[config.mk]
export PLATFORM = sky130hd
export DESIGN_NAME = sdram_cmd_monitor
export DESIGN_NICKNAME = d
export VERILOG_FILES = /design/src/rtl/sdram_cmd_monitor.sv
export SDC_FILE = /design/constraint.sdc
export NUM_CORES = 1
export LEC_CHECK = 0
export BUFFER_PORTS_ARGS = -buffer_cell sky130_fd_sc_hd__buf_2
export CAP_MARGIN = 20
export CELL_PAD_IN_SITES_DETAIL_PLACEMENT = 1
export CELL_PAD_IN_SITES_GLOBAL_PLACEMENT = 1
export CORE_UTILIZATION = 47
export DETAILED_ROUTE_END_ITERATION = 10
export GPL_TIMING_DRIVEN = 0
export PLACE_DENSITY = 0.88
export SLEW_MARGIN = 20
export SYNTH_ARGS = -nofsm -noshare
export SYNTH_HDL_FRONTEND = slang
export SYNTH_SLANG_ARGS = --single-unit
export TNS_END_PERCENT = 30
[constraint.sdc]
create_clock -name Clk -period 5.4 [get_ports Clk]
set_input_delay 0.54 -clock Clk [delete_from_list [all_inputs] [get_ports Clk]]
set_output_delay 0.54 -clock Clk [all_outputs]
set_load 0.02 [all_outputs]
[src/rtl/sdram_cmd_monitor.sv]
// SDRAM command-bus monitor: decodes commands sampled on the pins, tracks open banks,
// counts refreshes and flags tRP / tRFC / refresh-interval / bank-state violations.
// Passive: it only observes the bus and never drives it.
module sdram_cmd_monitor #(
  parameter int unsigned ASIZE  = 13,
  parameter int unsigned T_RP   = 2,
  parameter int unsigned T_RFC  = 7,
  parameter int unsigned T_REFI = 1560
) (
  input  logic             Clk,
  input  logic             Rst_n,
  input  logic             Cs_n,
  input  logic             Ras_n,
  input  logic             Cas_n,
  input  logic             We_n,
  input  logic [1:0]       Ba,
  input  logic [ASIZE-1:0] Sa,
  input  logic             err_clr,
  output logic             pre_p,
  output logic             aref_p,
  output logic             act_p,
  output logic             rd_p,
  output logic             wr_p,
  output logic             lmr_p,
  output logic [3:0]       bank_open,
  output logic [15:0]      ref_cnt,
  output logic             err_rp,
  output logic             err_rfc,
  output logic             err_aref_open,
  output logic             err_act_open,
  output logic             err_refi
);

  localparam int unsigned RefiW = (T_REFI < 2) ? 1 : $clog2(T_REFI + 1);
  localparam logic [RefiW-1:0] RefiMax  = RefiW'(T_REFI);
  localparam logic [15:0]      TrpLoad  = 16'(T_RP - 1);
  localparam logic [15:0]      TrfcLoad = 16'(T_RFC - 1);

  typedef enum logic [1:0] {StIdle, StPrech, StRefr} state_e;

  state_e           state_q, state_d;
  logic [15:0]      tmr_q, tmr_d;
  logic [RefiW-1:0] refi_q, refi_d;
  logic [5:0]       pulse_q, pulse_d;   // {pre, aref, act, rd, wr, lmr}
  logic [3:0]       bank_q, bank_d;
  logic [15:0]      ref_q, ref_d;
  logic [4:0]       err_q, err_d;       // {rp, rfc, aref_open, act_open, refi}

  logic [3:0] cmd;
  logic is_lmr, is_aref, is_pre, is_act, is_wr, is_rd, busy_cmd;
  logic [4:0] err_set;

  // Only Sa[10] matters here; the rest of the address bus is deliberately ignored.
  logic unused_sa;
  assign unused_sa = ^Sa;

  // Command decode; Cs_n is part of each pattern, so INH never matches.
  always_comb begin
    cmd      = {Cs_n, Ras_n, Cas_n, We_n};
    is_lmr   = (cmd == 4'b0000);
    is_aref  = (cmd == 4'b0001);
    is_pre   = (cmd == 4'b0010);
    is_act   = (cmd == 4'b0011);
    is_wr    = (cmd == 4'b0100);
    is_rd    = (cmd == 4'b0101);
    // BST, NOP and INH count as idle for timing checks
    busy_cmd = is_lmr | is_aref | is_pre | is_act | is_wr | is_rd;
  end

  // Timing FSM next state: count down, then let a PRE/AREF (even a violating one) reload.
  always_comb begin
    state_d = state_q;
    tmr_d   = tmr_q;
    unique case (state_q)
      StIdle: ;
      StPrech, StRefr: begin
        if (tmr_q <= 16'd1) begin
          state_d = StIdle;
          tmr_d   = '0;
        end else begin
          tmr_d = tmr_q - 16'd1;
        end
      end
      default: begin
        state_d = StIdle;
        tmr_d   = '0;
      end
    endcase
    if (is_pre) begin
      tmr_d   = TrpLoad;
      state_d = (TrpLoad == 16'd0) ? StIdle : StPrech;
    end else if (is_aref) begin
      tmr_d   = TrfcLoad;
      state_d = (TrfcLoad == 16'd0) ? StIdle : StRefr;
    end
  end

  // Bank state, refresh counters, pulses and sticky error flags.
  always_comb begin
    bank_d = bank_q;
    if (is_act) begin
      bank_d[Ba] = 1'b1;
    end else if (is_pre) begin
      if (Sa[10]) begin
        bank_d = '0;
      end else begin
        bank_d[Ba] = 1'b0;
      end
    end

    ref_d = is_aref ? ref_q + 16'd1 : ref_q;

    refi_d = refi_q;
    if (is_aref) begin
      refi_d = '0;
    end else if (refi_q != RefiMax) begin
      refi_d = refi_q + 1'b1;
    end

    pulse_d = {is_pre, is_aref, is_act, is_rd, is_wr, is_lmr};

    err_set[4] = (state_q == StPrech) && busy_cmd;
    err_set[3] = (state_q == StRefr) && busy_cmd;
    err_set[2] = is_aref && (bank_q != 4'b0000);
    err_set[1] = is_act && bank_q[Ba];
    // Fires only on the step that reaches the limit, not while saturated
    err_set[0] = !is_aref && (refi_q == RefiMax - 1'b1);

    // A set in the same clock as err_clr takes priority
    err_d = (err_q & {5{~err_clr}}) | err_set;
  end

  // State registers with asynchronous active-low reset.
  always_ff @(posedge Clk or negedge Rst_n) begin
    if (!Rst_n) begin
      state_q <= StIdle;
      tmr_q   <= '0;
      refi_q  <= '0;
      pulse_q <= '0;
      bank_q  <= '0;
      ref_q   <= '0;
      err_q   <= '0;
    end else begin
      state_q <= state_d;
      tmr_q   <= tmr_d;
      refi_q  <= refi_d;
      pulse_q <= pulse_d;
      bank_q  <= bank_d;
      ref_q   <= ref_d;
      err_q   <= err_d;
    end
  end

  assign {pre_p, aref_p, act_p, rd_p, wr_p, lmr_p}               = pulse_q;
  assign bank_open                                               = bank_q;
  assign ref_cnt                                                 = ref_q;
  assign {err_rp, err_rfc, err_aref_open, err_act_open, err_refi} = err_q;

endmodule
# After elaboration in Yosys (flattened, before gate mapping)
# Index checks and enable logic that the tools add are counted.
# totals
out_inout_bits	31
inputBits	22
ff_bits	60
# classes
addsub	3
reduce_logical	14
eq_ne	11
n_mux	17
n_lt_le_gt_ge	3
bitwise_logic	11
# op_table
operator	n
$mux W16	3
$pmux W16 S2	1
$mux W11	2
$add A16 B1 Y16 const B	1
$le A16 B1 Y1 const B	1
$sub A16 B1 Y16 const B	1
$mux W4	3
$add A11 B1 Y11 const B	1
$eq A11 B11 Y1 const B	1
$ne A11 B11 Y1 const B	1
$eq A4 B2 Y1 const B	2
$eq A4 B3 Y1 const B	2
$logic_and A1 B1 Y1	6
$mux W2	3
$and A5 B5 Y5	1
$or A1 B1 Y1	5
$or A5 B5 Y5	1
$and A4 B4 Y4	1
$eq A4 B1 Y1 const B	1
$logic_not A4 Y1	1
$ne A4 B4 Y1 const B	1
$not A4 Y4	1
$or A4 B4 Y4	1
$pmux W2 S2	1
15 further kinds	17

# Longest topological paths before layout
# Gate-level depths: netlist (run 1).
# logic_depth
ltp_word	9
ltp_mapped	8
ltp_nobuf	6

# Worst setup path after synthesis (run 1)
# OpenSTA, ideal clock, no wires.
# synth_path
path_type	register -> register
startpoint	reg tmr_q[0]
endpoint	reg tmr_q[6]
setup_time_ns	0.078
path_buffers	1
t_arrival_ns	2.153
setup_slack_ns	3.169
path_stages_with_launch	8
synth_period_minus_slack_ns	2.231
cell_sequence	dfrtp_1 -> inv_1 -> ha_1 -> or3b_2 -> clkbuf_1 -> a211oi_1 -> or4b_1 -> a21oi_1
# synth_via
elab_chain_cells	5
elab_cells_between_ends	6
classes_between	1 x add/sub; 1 x order compare; 4 x mux
# synth_rtl
element	line_no	rtl
from (decl)	42	logic [15:0] tmr_q, tmr_d;
from (signal assigned)	145	tmr_q <= tmr_d;
$sub A16 B1 Y16 / $le A16 B1 Y1 (equally long branches)	81, 77	
$mux W16 (*)	77	if (tmr_q <= 16'd1) begin
$pmux W16 S2 (*)	74	unique case (state_q)
$mux W16 (*)	92	end else if (is_aref) begin
$mux W16 (*)	89	if (is_pre) begin
# Every way passes the cells marked *; elsewhere a longest branch is shown, timed or not.
# A chain may end at the register's enable or synchronous reset.

# Worst setup path in the final report (run 1)
# layout_path
startpoint	reg state_q[0]
endpoint	reg tmr_q[7]
# layout_via
elab_chain_cells	5
elab_cells_between_ends	8
classes_between	3 x eq/ne; 3 x mux; 2 x reduce/logical
# layout_rtl
element	line_no	rtl
from (decl)	41	state_e state_q, state_d;
from (signal assigned)	136	state_q <= StIdle;
from (signal assigned)	144	state_q <= state_d;
$eq A2 B1 Y1 / $eq A2 B2 Y1 (equally long branches)	74	
$reduce_or A2 Y1	74	
$pmux W16 S2	74	
$mux W16	92	
$mux W16	89	
# Parallel ways exist; a longest one is shown, timed or not.

==> flow_metrics.py, run 1 <==
metrics = {
    "sta": {
        "timing.final.crit_share_pct": 52.5,
        "relSlewSlack_pct": 48.3,
        "max_freq_mhz": 353,
        "timing.final.crit_period_ns": 2.83,
        "worst_slew_pin_slew_ns": 0.776,
        "setup_tns_ns": 0,
        "rsz0062_at_grt": "no",
        "setup_viol": 0,
        "maxSlewViolCount": 0,
        "hold_viol": 0,
        "hold-worst-slack_ns": 0.263,
        "worst_clock_skew_ns": 0.0102,
    },
    "cts": {
        "ctsHoldBuffers": 0,
        "numCtsBuffers": 9,
        "clk_pin_slew_ns": 0.07,
        "insertion_delay_ns": 0.34,
        "cts.repair.resized": 0,
        "cts_tree": "done",
        "clock_path_buffers": 2,
        "cts_max_level": 3,
        "cts_setup_buffers": 0,
        "ctsRootBufferMaster": "clkbuf_8",
        "cts_sinks": 60,
    },
    "synth": {
        "netlist_area_mm2": 0.00302,
        "yosys_warnings": 0,
        "synthTopCellsByArea": "dfrtp_1 50%, xnor2_1 4.6%, a21oi_1 3.5%",
        "synth-seq-area-share_pct": 49.8,
        "synth_most_common_cell": "dfrtp_1",
        "synth_cell_types": 50,
        "synth_top_cell_area_share_pct": 49.8,
        "synth_edf_count": 0,
        "synth_top_area_cell": "dfrtp_1",
        "synth_area_per_cell_um2": 10.7,
        "postSynth.asyncResetShare_pct": 100,
        "yosys_most_used_dff": "dfrtp_1",
        "synth_common_cells": "60 x dfrtp_1, 21 x a21oi_1, 17 x nor2_1",
        "synth_seq_cells": 60,
        "synthCells": 282,
        "syn_nets": 312,
    },
    "die": {
        "row_count": 28,
        "design.core.area_mm2": 0.00606,
        "die_h_um": 82.1,
        "die_width_um": 82.1,
        "dieArea_mm2": 0.00674,
        "start_util_pct": 49.8,
        "io_pins": 53,
    },
    "route": {
        "routed_via_density": 5.89,
        "drc": 0,
        "wl_met2_um": 3840,
        "highest_layer": "met4",
        "drtPass1Iterations": 4,
        "routed-via-count": 2413,
        "antenna_left": 0,
        "wl_per_cell_um": 18.5,
        "wl_met1_um": 3360,
        "wl_met3_um": 198,
        "first_iter_violations": 95,
        "routed_wl_um": 7590,
    },
    "critical_path": {
        "crit_start": "state_q[0]",
        "required_ns": 5.68,
        "crit_path_end_kind": "flop",
        "crit_type": "flop to flop",
        "cp.arrival_ns": 3.11,
        "start_kind": "flop",
        "path_max_fanout": 10,
        "r2r-start": "state_q[0]",
    },
    "power_and_ir_drop": {
        "p_comb_share_pct": 39.1,
        "clkPwrFrac_pct": 24.6,
        "leakagePower_nw": 1.66,
        "p_sw_share_pct": 40.1,
        "powerDensity_mw_per_mm2": 524,
        "vdd_drop_max_mv": 0.351,
        "seqPwrFrac_pct": 36.3,
        "switching_power_uw": 740,
        "p_int_mw": 1.11,
        "p_total_mw": 1.85,
    },
    "placement": {
        "hpwlAfterDp_um": 4960,
        "place_congestion": 0.764,
        "dpl.cell_count": 394,
        "port_buffers": 37,
    },
    "finish": {
        "nFillCells": 682,
        "area_delta_synth_final_pct": 16.7,
        "finalNetCount": 360,
        "finish.utilization_pct": 58.1,
        "antenna_cells": 0,
        "drive_gt1_share_pct": 23.9,
        "fin_cells": 410,
    },
    "global_routing": {
        "antenna_found_initial": 0,
        "grt_max_degree": 61,
        "grt_pass1_vias": 2424,
        "grt.overflow.total": 0,
        "grt_pass1_wl_um": 12100,
        "grt_usage_pct": 24.1,
    },
    "run_status": {
        "status": "completed",
    },
    "run": {
        "maxCapViolations": 0,
    },
    "worst_hold_path": {
        "hp-class": "input pin to async pin",
    },
}
metal layers:
metal  GRT usage (%)  up-vias
met1            29.6     1226
met3            3.74       16
met5               0        -
met4            11.8        0
met2            41.3       43
li1                -     1128
through the flow:
step	cell area, um^2	worst slack (ns)
after CTS	3520	2.58
after global placement	3290	2.71
after detailed placement	3300	2.65
final	3520	2.57
after floorplan	3020	3.17
after global routing	3520	2.34
worst paths after layout:
path | slack (ns) | cells after the start | to
max | 2.57 | 8 | tmr_q[7]
min | 0.26 | 1 | refi_q[10]
max reg2reg | 2.57 | 8 | tmr_q[7]
min reg2reg | 0.46 | 1 | ref_cnt[15]
max in group asynchronous | 4.62 | 1 | tmr_q[3]
min in group Clk | 0.46 | 2 | pulse_q[0]
power by group through the flow:
| stage | clock (mW) | combinational, mW | sequential [mW] |
|---|---|---|---|
| finish | 0.453 | 0.722 | 0.670 |
| CTS | 0.460 | 0.725 | 0.669 |
| global placement | 0 | 0.676 | 0.663 |
| floorplan | 0 | 0.502 | 0.673 |
| detailed placement | 0 | 0.709 | 0.671 |
| global route | 0.476 | 0.791 | 0.684 |
cells by family (layout without fill, tap and decap cells):
group	after synthesis	count (layout)	share of synthesized area (%)
buffers and inverters	24	77	3.61
DFF	60	60	49.8
AOI/OAI and AO/OA	62	62	14.1
adders and majority gates	8	8	3.32
xor gates and xnor gates	26	26	7.55
muxes	2	2	1.08
and+or+nand+nor	100	100	20.6
critical path: stages, from the launching register on:
cell	delay, ns
dfrtp_1	0.39
inv_1	0.12
ha_1	0.16
clkbuf_1	0.43
a21boi_0	0.51
clkbuf_1	0.39
clkbuf_1	0.45
o31ai_1	0.15
a21oi_1	0.14
sequential cells by signal (all words and copies together), names as in the netlist:
signal	count
err_q	5
pulse_q	6
state_q	2
tmr_q	16
bank_open	4
ref_cnt	16
refi_q	11
layout by cell type (no fill, tap or decap), types with 9 or more instances in the layout:
master    netlist  layout
a21oi_1        21      21
xnor2_1        16      16
xor2_1         10      10
inv_1          11      11
dfrtp_1        60      60
buf_2           3      39
nor2_1         17      17
nand2_1        15      15
clkbuf_8        0       9
final cells by class:
type	count	area (um^2)	area share, %
Inverter	11	41.3	1.17
Sequential cell	60	1500	42.7
Clock buffer	9	124	3.52
Clock inverter	7	98.8	2.81
Tap cell	75	93.8	2.67
Buffer	13	67.6	1.92
Timing Repair Buffer	37	188	5.33
Multi-Input combinational cell	198	1410	39.9
Power figures use the tool's default switching activity.
==> run 2: changes to the inputs <==
--- a/config.mk
+++ b/config.mk
@@ -5,14 +5,15 @@
 export SDC_FILE = /design/constraint.sdc
 export NUM_CORES = 1
 export LEC_CHECK = 0
+export ABC_AREA = 1
 export BUFFER_PORTS_ARGS = -buffer_cell sky130_fd_sc_hd__buf_2
 export CAP_MARGIN = 20
 export CELL_PAD_IN_SITES_DETAIL_PLACEMENT = 1
 export CELL_PAD_IN_SITES_GLOBAL_PLACEMENT = 1
-export CORE_UTILIZATION = 47
+export CORE_UTILIZATION = 37
 export DETAILED_ROUTE_END_ITERATION = 10
 export GPL_TIMING_DRIVEN = 0
-export PLACE_DENSITY = 0.88
+export PLACE_DENSITY = 0.79
 export SLEW_MARGIN = 20
 export SYNTH_ARGS = -nofsm -noshare
 export SYNTH_HDL_FRONTEND = slang
==> constraint.sdc (replaced) <==
create_clock -name Clk -period 2.3 [get_ports Clk]
set_input_delay 0.23 -clock Clk [delete_from_list [all_inputs] [get_ports Clk]]
set_output_delay 0.23 -clock Clk [all_outputs]
set_load 0.02 [all_outputs]
==> run 2 against run 1 <==
Clock power rose by 130%. Critical path depth rose by 3. Largest cell class unchanged. Final cell count increased by 43%. Power increased by 140%. Sequential power rose by 130%. Synthesized area rose by 8.0%. Register-to-register slack got worse by 2.1 ns. Hold slack got worse by 0.18 ns. Largest power group unchanged.
==> flow_metrics.py, run 2 <==
metrics = {
    "die": {
        "dieArea_mm2": 0.00918,
        "die_h_um": 95.8,
        "die_width_um": 95.8,
        "row_count": 33,
        "design.core.area_mm2": 0.00838,
        "start_util_pct": 38.9,
        "io_pins": 53,
    },
    "sta": {
        "setup_tns_ns": 0,
        "hold_viol": 0,
        "maxSlewViolCount": 0,
        "worst_slew_pin_slew_ns": 0.773,
        "worst_clock_skew_ns": 0.0108,
        "timing.final.crit_period_ns": 1.79,
        "setup_slack_ns": 0.513,
        "relSlewSlack_pct": 48.4,
        "timing.final.crit_share_pct": 77.7,
        "max_freq_mhz": 560,
        "rsz0062_at_grt": "no",
        "setup_viol": 0,
    },
    "finish": {
        "fin_area_mm2": 0.00382,
        "antenna_cells": 0,
        "final_cell_mix": "105 x nand2_1, 63 x inv_1, 60 x dfrtp_1, 59 x nor2_1, 42 x buf_2",
        "final_common_cell": "nand2_1",
        "area_delta_synth_final_pct": 17.2,
        "fin_cells": 588,
        "finalNetCount": 508,
        "drive_gt1_share_pct": 15.3,
    },
    "worst_hold_path": {
        "min-delay-start": "Cas_n",
        "min_path_cells": 2,
        "hp-class": "input pin to flop",
        "whs_endpoint": "pulse_q[0]",
    },
    "synth": {
        "synth-seq-area-share_pct": 46.1,
        "muxShareOfSynthArea_pct": 0,
        "synth_area_per_cell_um2": 7.65,
        "synth_xor_area_share_pct": 4.84,
        "synth_seq_cells": 60,
        "synth_top_cell_area_share_pct": 46.1,
        "synthSimpleGateAreaFrac_pct": 32.0,
        "synth_edf_count": 0,
        "synth_top_area_cell": "dfrtp_1",
        "synth_top_family_by_area": "simple AND/OR/NAND/NOR gates",
        "postSynth.asyncResetShare_pct": 100,
        "synthCells": 426,
        "synth_most_common_cell": "nand2_1",
        "syn_nets": 456,
        "synth_adder_area_share_pct": 3.07,
        "synth_compound_area_share_pct": 5.38,
        "synth_common_cells": "105 x nand2_1, 63 x inv_1, 60 x dfrtp_1",
        "synth_cell_types": 29,
        "yosys_most_used_dff": "dfrtp_1",
        "yosys_warnings": 0,
        "netlist_area_mm2": 0.00326,
        "synthTopCellsByArea": "dfrtp_1 46%, nand2_1 12%, inv_1 7.3%",
    },
    "cts": {
        "clock_path_buffers": 2,
        "ctsRootBufferMaster": "clkbuf_8",
        "numCtsBuffers": 9,
        "cts_setup_buffers": 0,
        "clk_pin_slew_ns": 0.07,
        "cts_tree": "done",
        "cts.repair.resized": 0,
        "cts_max_level": 3,
        "cts_sinks": 60,
        "insertion_delay_ns": 0.34,
    },
    "power_and_ir_drop": {
        "seqPwrFrac_pct": 35.8,
        "p_comb_share_pct": 40.0,
        "powerDensity_mw_per_mm2": 1150,
        "leakagePower_nw": 2.05,
        "clkPwrFrac_pct": 24.2,
        "switching_power_mw": 1.87,
        "p_int_mw": 2.51,
        "p_sw_share_pct": 42.7,
        "vdd_drop_max_mv": 0.406,
    },
    "route": {
        "routed_wl_um": 8260,
        "routed-via-count": 2881,
        "drc": 0,
        "drtPass1Iterations": 4,
        "routed_via_density": 4.90,
        "wl_per_cell_um": 14.1,
        "first_iter_violations": 69,
        "antenna_left": 0,
    },
    "critical_path": {
        "cpMostUsedCell": "nand2_1",
        "slowest_delay_ns": 0.42,
        "required_ns": 2.53,
        "crit_path_top_delay_cell": "dfrtp_1",
        "path_max_fanout": 9,
        "worst_r2r_path_depth": 11,
        "start_kind": "flop",
        "crit_type": "flop to flop",
        "cp.arrival_ns": 2.02,
        "cp_cell_sequence": "inv_1 -> ha_1 -> inv_1 -> nand2_1 -> nand2_1 -> nor2_1 -> nand2_1 -> nand3_1 -> nand2_2 -> inv_2 -> nor2_1",
        "r2r-start": "tmr_q[0]",
        "crit_path_end_kind": "flop",
        "r2r_end": "tmr_q[11]",
        "rrSetupSlack_ns": 0.51,
    },
    "global_routing": {
        "grt.met2_usage_pct": 36.1,
        "grt_usage_pct": 20.3,
        "busiest_layer": "met2",
        "grtUsageMet1_pct": 24.2,
        "grt.overflow.total": 0,
        "antenna_found_initial": 0,
        "grt_pass1_vias": 3011,
        "grt_max_degree": 61,
        "grt_pass1_wl_um": 14200,
        "use_met3_pct": 4.82,
    },
    "placement": {
        "placed_area_mm2": 0.00359,
        "dp_slack_ns": 0.515,
        "hpwlAfterDp_um": 6090,
        "port_buffers": 40,
        "dpl.cell_count": 571,
        "place_congestion": 0.774,
    },
    "run": {
        "maxCapViolations": 0,
    },
    "run_status": {
        "status": "completed",
    },
}
run 2: final cells by class:
type / count / area, um^2
Buffer: 5 / 33.8
Clock buffer: 10 / 128
Clock inverter: 6 / 88.8
Fill cell: 1065 / 4560
Inverter: 66 / 248
Multi-Input combinational cell: 295 / 1470
Sequential cell: 60 / 1500
Tap cell: 105 / 131
Timing Repair Buffer: 41 / 213
run 2: metrics by stage:
stage	hold slack [ns]	power (mW)	util, %
final	0.0841	4.39	45.5
after global routing	0.0676	4.74	45.5
after CTS	0.0689	4.44	45.5
after detailed placement	0.361	3.35	42.8
after global placement	0.435	3.22	42.8
after floorplan	-0.0656	2.81	-
run 2: power groups by stage:
stage                     clock (mW)  sequential, mW  combinational, mW
final                           1.06            1.57               1.75
after global routing            1.14            1.61               2.00
after CTS                       1.09            1.57               1.78
after detailed placement           0            1.59               1.76
after global placement             0            1.57               1.65
after floorplan                    0            1.62               1.19
run 2: logic make-up after synthesis:
logic type | Yosys count
flops | 60
simple gates | 236
fa+ha+maj | 8
buf+inv | 71
xor+xnor | 18
compound gates | 33
run 2: worst max-delay path, delay by kind of cell (launching register included):
kind / cells / cell delay [ns]
and+or+nand+nor: 7 / 0.64
buffers and inverters: 3 / 0.38
adders and majority gates: 1 / 0.25
DFF: 1 / 0.42
run 2: routing by layer:
layer	wire length, um	vias to the layer above
li1	-	1442
met1	3800	1395
met2	4140	37
met3	238	7
met4	85	0
met5	0	-
run 2: worst max path at each step:
stage	slack, ns	endpoint	cells past startpoint	startpoint
global route	0.33	tmr_q[7]	11	tmr_q[0]
global placement	0.59	tmr_q[4]	11	tmr_q[0]
floorplan	0.86	tmr_q[3]	11	tmr_q[0]
detailed placement	0.51	tmr_q[6]	11	tmr_q[0]
CTS	0.51	tmr_q[6]	11	tmr_q[0]
finish	0.51	tmr_q[11]	11	tmr_q[0]
run 2: repair_timing:
item / in CTS / in global routing
hold buffers: 1 / 0
endpoints found under the setup margin: 0 / 0
hold endpoints to repair: 34 / 0
